### src/rtl/ltc2324_axis_packer.sv
// ltc2324_axis_packer
// Buffers four-channel LTC2324-16 sample sets in a frame FIFO and streams each
// frame as two 32-bit AXI4-Stream beats, with tlast closing every PKT_FRAMES
// frames. Frames arriving while the FIFO is full are dropped and counted.
//
// Ports:
//   clk, rst          single clock, asynchronous active-high reset
//   capture_en        gate for incoming sample sets (ignored sets are not drops)
//   valid, ch1..ch4   one-cycle sample-set pulse and its four 16-bit samples
//   clr_status        synchronous clear of overflow / drop_cnt (a drop wins)
//   m_axis_*          AXI4-Stream master: tdata[31:0], tvalid, tready, tlast
//   overflow          sticky flag, set on any dropped frame
//   drop_cnt[15:0]    saturating dropped-frame count
module ltc2324_axis_packer #(
    parameter int unsigned FIFO_DEPTH = 16,
    parameter int unsigned PKT_FRAMES = 256
) (
    input  logic        clk,
    input  logic        rst,
    input  logic        capture_en,
    input  logic        valid,
    input  logic [15:0] ch1,
    input  logic [15:0] ch2,
    input  logic [15:0] ch3,
    input  logic [15:0] ch4,
    input  logic        clr_status,
    output logic [31:0] m_axis_tdata,
    output logic        m_axis_tvalid,
    input  logic        m_axis_tready,
    output logic        m_axis_tlast,
    output logic        overflow,
    output logic [15:0] drop_cnt
);

    localparam int unsigned SAMPLE_W = 16;
    localparam int unsigned BEAT_W   = 2 * SAMPLE_W;
    localparam int unsigned PTR_W    = $clog2(FIFO_DEPTH);
    localparam int unsigned OCC_W    = PTR_W + 1;
    localparam int unsigned CNT_W    = 16;

    localparam logic [OCC_W-1:0]    DEPTH_OCC  = OCC_W'(FIFO_DEPTH);
    localparam logic [CNT_W-1:0]    LAST_FRAME = CNT_W'(PKT_FRAMES - 1);
    localparam logic [SAMPLE_W-1:0] CNT_MAX    = '1;

    typedef struct packed {
        logic [SAMPLE_W-1:0] ch4;
        logic [SAMPLE_W-1:0] ch3;
        logic [SAMPLE_W-1:0] ch2;
        logic [SAMPLE_W-1:0] ch1;
    } frame_t;

    typedef enum logic {
        BEAT0 = 1'b0,
        BEAT1 = 1'b1
    } state_t;

    state_t           state_q;
    state_t           state_d;
    frame_t           mem [FIFO_DEPTH];
    frame_t           head;
    logic [OCC_W-1:0] wr_ptr;
    logic [OCC_W-1:0] rd_ptr;
    logic [OCC_W-1:0] occ;
    logic [CNT_W-1:0] frm_cnt;
    logic             empty;
    logic             full;
    logic             wr_en;
    logic             drop;
    logic             pop;

    // Occupancy from the extra-bit pointers, taken at the start of the cycle.
    assign occ   = wr_ptr - rd_ptr;
    assign empty = (occ == '0);
    assign full  = (occ == DEPTH_OCC);
    assign wr_en = valid && capture_en && !full;
    assign drop  = valid && capture_en && full;
    assign head  = mem[rd_ptr[PTR_W-1:0]];

    // Frame storage; contents need no reset because occupancy gates every read.
    always_ff @(posedge clk) begin
        if (wr_en) begin
            mem[wr_ptr[PTR_W-1:0]] <= frame_t'{ch4: ch4, ch3: ch3, ch2: ch2, ch1: ch1};
        end
    end

    // FIFO pointers and packet frame counter.
    always_ff @(posedge clk or posedge rst) begin
        if (rst) begin
            wr_ptr  <= '0;
            rd_ptr  <= '0;
            frm_cnt <= '0;
        end else begin
            if (wr_en) begin
                wr_ptr <= wr_ptr + OCC_W'(1);
            end
            if (pop) begin
                rd_ptr  <= rd_ptr + OCC_W'(1);
                frm_cnt <= m_axis_tlast ? '0 : frm_cnt + CNT_W'(1);
            end
        end
    end

    // Drop status; a drop in the same cycle as clr_status restarts the count at 1.
    always_ff @(posedge clk or posedge rst) begin
        if (rst) begin
            overflow <= 1'b0;
            drop_cnt <= '0;
        end else if (drop) begin
            overflow <= 1'b1;
            if (clr_status) begin
                drop_cnt <= 16'd1;
            end else if (drop_cnt != CNT_MAX) begin
                drop_cnt <= drop_cnt + 16'd1;
            end
        end else if (clr_status) begin
            overflow <= 1'b0;
            drop_cnt <= '0;
        end
    end

    // Beat state register.
    always_ff @(posedge clk or posedge rst) begin
        if (rst) begin
            state_q <= BEAT0;
        end else begin
            state_q <= state_d;
        end
    end

    // Next-state logic.
    always_comb begin
        state_d = state_q;
        case (state_q)
            BEAT0: if (!empty && m_axis_tready) state_d = BEAT1;
            BEAT1: if (m_axis_tready)           state_d = BEAT0;
            default:                            state_d = BEAT0;
        endcase
    end

    // Stream outputs decode registered state only, so tvalid never follows tready.
    always_comb begin
        m_axis_tvalid = 1'b0;
        m_axis_tdata  = '0;
        m_axis_tlast  = 1'b0;
        pop           = 1'b0;
        case (state_q)
            BEAT0: begin
                m_axis_tvalid = !empty;
                if (!empty) begin
                    m_axis_tdata = BEAT_W'({head.ch2, head.ch1});
                end
            end
            BEAT1: begin
                m_axis_tvalid = 1'b1;
                m_axis_tdata  = BEAT_W'({head.ch4, head.ch3});
                m_axis_tlast  = (frm_cnt == LAST_FRAME);
                pop           = m_axis_tready;
            end
            default: begin
                m_axis_tvalid = 1'b0;
            end
        endcase
    end

endmodule

### config.mk
export PLATFORM = sky130hd
export DESIGN_NAME = ltc2324_axis_packer
export DESIGN_NICKNAME = d
export VERILOG_FILES = /design/src/rtl/ltc2324_axis_packer.sv
export SDC_FILE = /design/constraint.sdc
export NUM_CORES = 1
export LEC_CHECK = 0
export BUFFER_PORTS_ARGS = -buffer_cell sky130_fd_sc_hd__clkbuf_2
export CELL_PAD_IN_SITES_DETAIL_PLACEMENT = 2
export CELL_PAD_IN_SITES_GLOBAL_PLACEMENT = 2
export CORE_UTILIZATION = 50
export DETAILED_ROUTE_END_ITERATION = 8
export PLACE_DENSITY_LB_ADDON = 0.1
export REMOVE_ABC_BUFFERS = 1
export SETUP_SLACK_MARGIN = 0.3
export SLEW_MARGIN = 0
export SYNTH_ARGS = -nofsm -noshare
export SYNTH_HDL_FRONTEND = slang
export SYNTH_SLANG_ARGS = --single-unit
export TNS_END_PERCENT = 1
### constraint.sdc
create_clock -name clk -period 11.2 [get_ports clk]
set_clock_uncertainty 0.1 [all_clocks]
set_input_delay 0.56 -clock clk [delete_from_list [all_inputs] [get_ports clk]]
set_output_delay 0.56 -clock clk [all_outputs]
set_load 0.05 [all_outputs]
==> results.md <==
* Remaining Overflow, GRT at 0
* Peak Freq at 0.147 GHz
* Post-Syn Area at 0.0414 mm^2
* Port bufs at 120
* Cell count after placement at 3030
* CP peak stage delay at 1.10 ns
* Layout cell share with drive strength beyond 1 at 0.293
* Worst skew pair latency at 0.68 ns
* Post-CTS Hold Buffers at 0
* Vias per cell at 6.53
* Worst Hold Class: in -> async
* Slowest-stage cell, CP: nor3_2
* YS warnings at 0
* Final antenna-violating net count at 0
* Synthesized instance count at 1907
* CTS tree: yes
* Die width at 290 um
* Die area at 0.0840 mm^2
* RePlAce Congestion at 0.767
* Most common cell after layout, fill and taps aside: edfxtp_1
* Post-route minimum period at 6.80 ns
* RSZ-0062 raised after global routing: false
* Post-detailed-route wirelength per cell at 39.7 um
* Post-place instance area at 0.0433 mm^2
* Setup TNS at 0 ns
* DRC Markers at 0
* CTS root buf: clkbuf_16
* Global-route wire length before repair at 182000 um
* Drt pass-1 iters at 5
* Pins Over Slew Limit at 0
* Seq/Total Area, Yosys at 0.769
* Power density over cell area at 269 mW/mm^2
* H-tree depth at 3
* Post-synth top flop: edfxtp_1
* # IOs at 121
* Worst setup margin at 4.40 ns
* Sink Count at 1068
* CP cell instances: inv_2, ha_1, nor2b_4, o211ai_1, nand3_1, a41oi_2, nand2_1, nor3_2, buf_4, buf_4
* Syn_area_per_cell at 21.7 um^2
* Core Region at 0.0820 mm^2
* Fraction of the cycle the final worst path needs at 0.607
* Arr. time, crit path at 6.98 ns
* # rows at 105
* Reg2Reg Depth at 10
* Worst relative slew slack at 0.100
* Max Root-Sink Buffers at 3
* R2R setup slack at 4.40 ns
* Post-synth ARST share at 0.0412
* Critical Path Most Common Cell: buf_4
* Initial Util at 0.505
* Post-cts sizing count at 0
* Place WS at 4.71 ns
* CTS clk-pin slew, worst paths at 0.06 ns
* Synth-to-Final Area Change at 13.2%
* Area taken by flip-flops and latches at 0.0319 mm^2
* Pin count of the biggest net entering global routing at 99
* Max_cap viols at 0
* Lkg Pwr at 15.1 nW
* Final Core Density at 0.572
* Total power at 12.6 mW
* Critical path type: reg -> reg
* Post-synthesis register bit count at 1068
* Chip height at 290 um
* Nature of the critical path startpoint: register
* Number of global-route vias before repair at 23600
* Actual slew at the worst max-slew pin at 1.34 ns
* Post-synth EDFFs at 1024
* Filler cell count at 6697
* Synth cell types at 57
* Setup Fix Bufs, Post-CTS at 0
* Peak VDD IR at 0.214 mV
* CTS buffer count at 110
* Worst hold margin at 0.0558 ns
* CP Capture Type: register
* Post-DP HPWL at 66400 um
* Initial antenna violation count at 2
* Commonest cells after routing, fill and taps aside: 1024 x edfxtp_1, 288 x mux4_2, 157 x nand2_1, 120 x clkbuf_2, 112 x clkbuf_16
* # nets final at 2153
* Final setup vio count at 0
* Total GRT Usage at 0.311
* Footprint of the multi-input gates at 0.00912 mm^2
* Vias at 21100
* Final hold vios at 0
* First-iteration detailed-routing DRC count at 2180
* Finished layout cell area at 0.0469 mm^2
* CP required at 11.38 ns
* Final wirelength at 129000 um
* Final non-filler cell total at 3238
* Worst Path Max Fanout at 54
* Outcome: completed
==> worst paths after layout <==
kind | end | start
worst max-delay path | mem[0][42] | rd_ptr[1]
worst min-delay path | drop_cnt[14] | rst
worst max register to register | mem[0][42] | rd_ptr[1]
worst min register to register | frm_cnt[15] | frm_cnt[15]
max in group asynchronous | rd_ptr[1] | rst
min in group clk | state_q | m_axis_tready
==> state kept, by name, summed over array words and instances, names as in the netlist <==
name	count
state_q	1
frm_cnt	16
mem	1024
wr_ptr	5
overflow	1
rd_ptr	5
drop_cnt	16
==> Yosys cell counts (all sizes together), types with 3 or more instances <==
master  count  area [um^2]
dfrtp      44         1100
nor3        8         40.0
a32o       32          320
or4         5         37.5
xnor2      19          174
mux4      288         6490
o21ai      11         55.1
nand2b      4         25.0
nor2b       3         26.3
buf        57          339
and3        4         25.0
nand3      75          380
ha         11          138
or3         3         18.8
edfxtp   1024        30700
nand2     157          589
nor2       30          113
o31ai       5         37.5
clkbuf     45          169
mux2        3         33.8
nand4      12         75.1
inv        12         45.0
o41ai       3         26.3
a21oi      11         55.1
xor2        7         61.3
a21o        3         22.5
nor4        5         52.6
or2         3         18.8
==> cells by family (layout without fill, tap and decap cells) <==
logic type                 count (synthesis)  after routing  share of synthesized area
adders and majority gates                 11             11                    0.00332
and+or+nand+nor                          320            320                     0.0360
muxes                                    292            292                      0.158
other                                      0              3                          0
DFF                                     1068           1068                      0.769
buffers and inverters                    115            373                     0.0134
xor gates and xnor gates                  26             26                    0.00568
AOI/OAI and AO/OA                         75             75                     0.0148
==> worst max-delay path: cells and delay by family (launching register included) <==
family          cells  cell delay [ns]
simple gates        4             1.92
buf+inv             3             1.86
flops               1             1.00
fa+ha+maj           1             0.56
compound gates      2             0.88
==> layer usage <==
layer  global-route usage  share of wire  routed length, um
met1                0.404           0.39              49900
met2                0.536           0.52              66600
met3               0.0523          0.063               8080
met4                0.104          0.032               4140
met5                    0        0.00010                 13
==> cell type report <==
cell class | count | area share
multi-input combinational | 724 | 0.195
antenna | 3 | 0.000160
clock buffer | 145 | 0.0633
tap | 1070 | 0.0285
timing repair buffer | 155 | 0.0187
clock inverter | 60 | 0.0142
inverter | 13 | 0.00115
sequential | 1068 | 0.679
==> report_power, final <==
part | switching [mW] | total [mW] | internal, mW
Sequential | 0.243 | 4.86 | 4.62
Combinational | 2.46 | 3.90 | 1.44
Clock | 1.66 | 3.83 | 2.17
Total | 4.36 | 12.6 | 8.23
No activity file was read; power rests on OpenSTA's default activity.
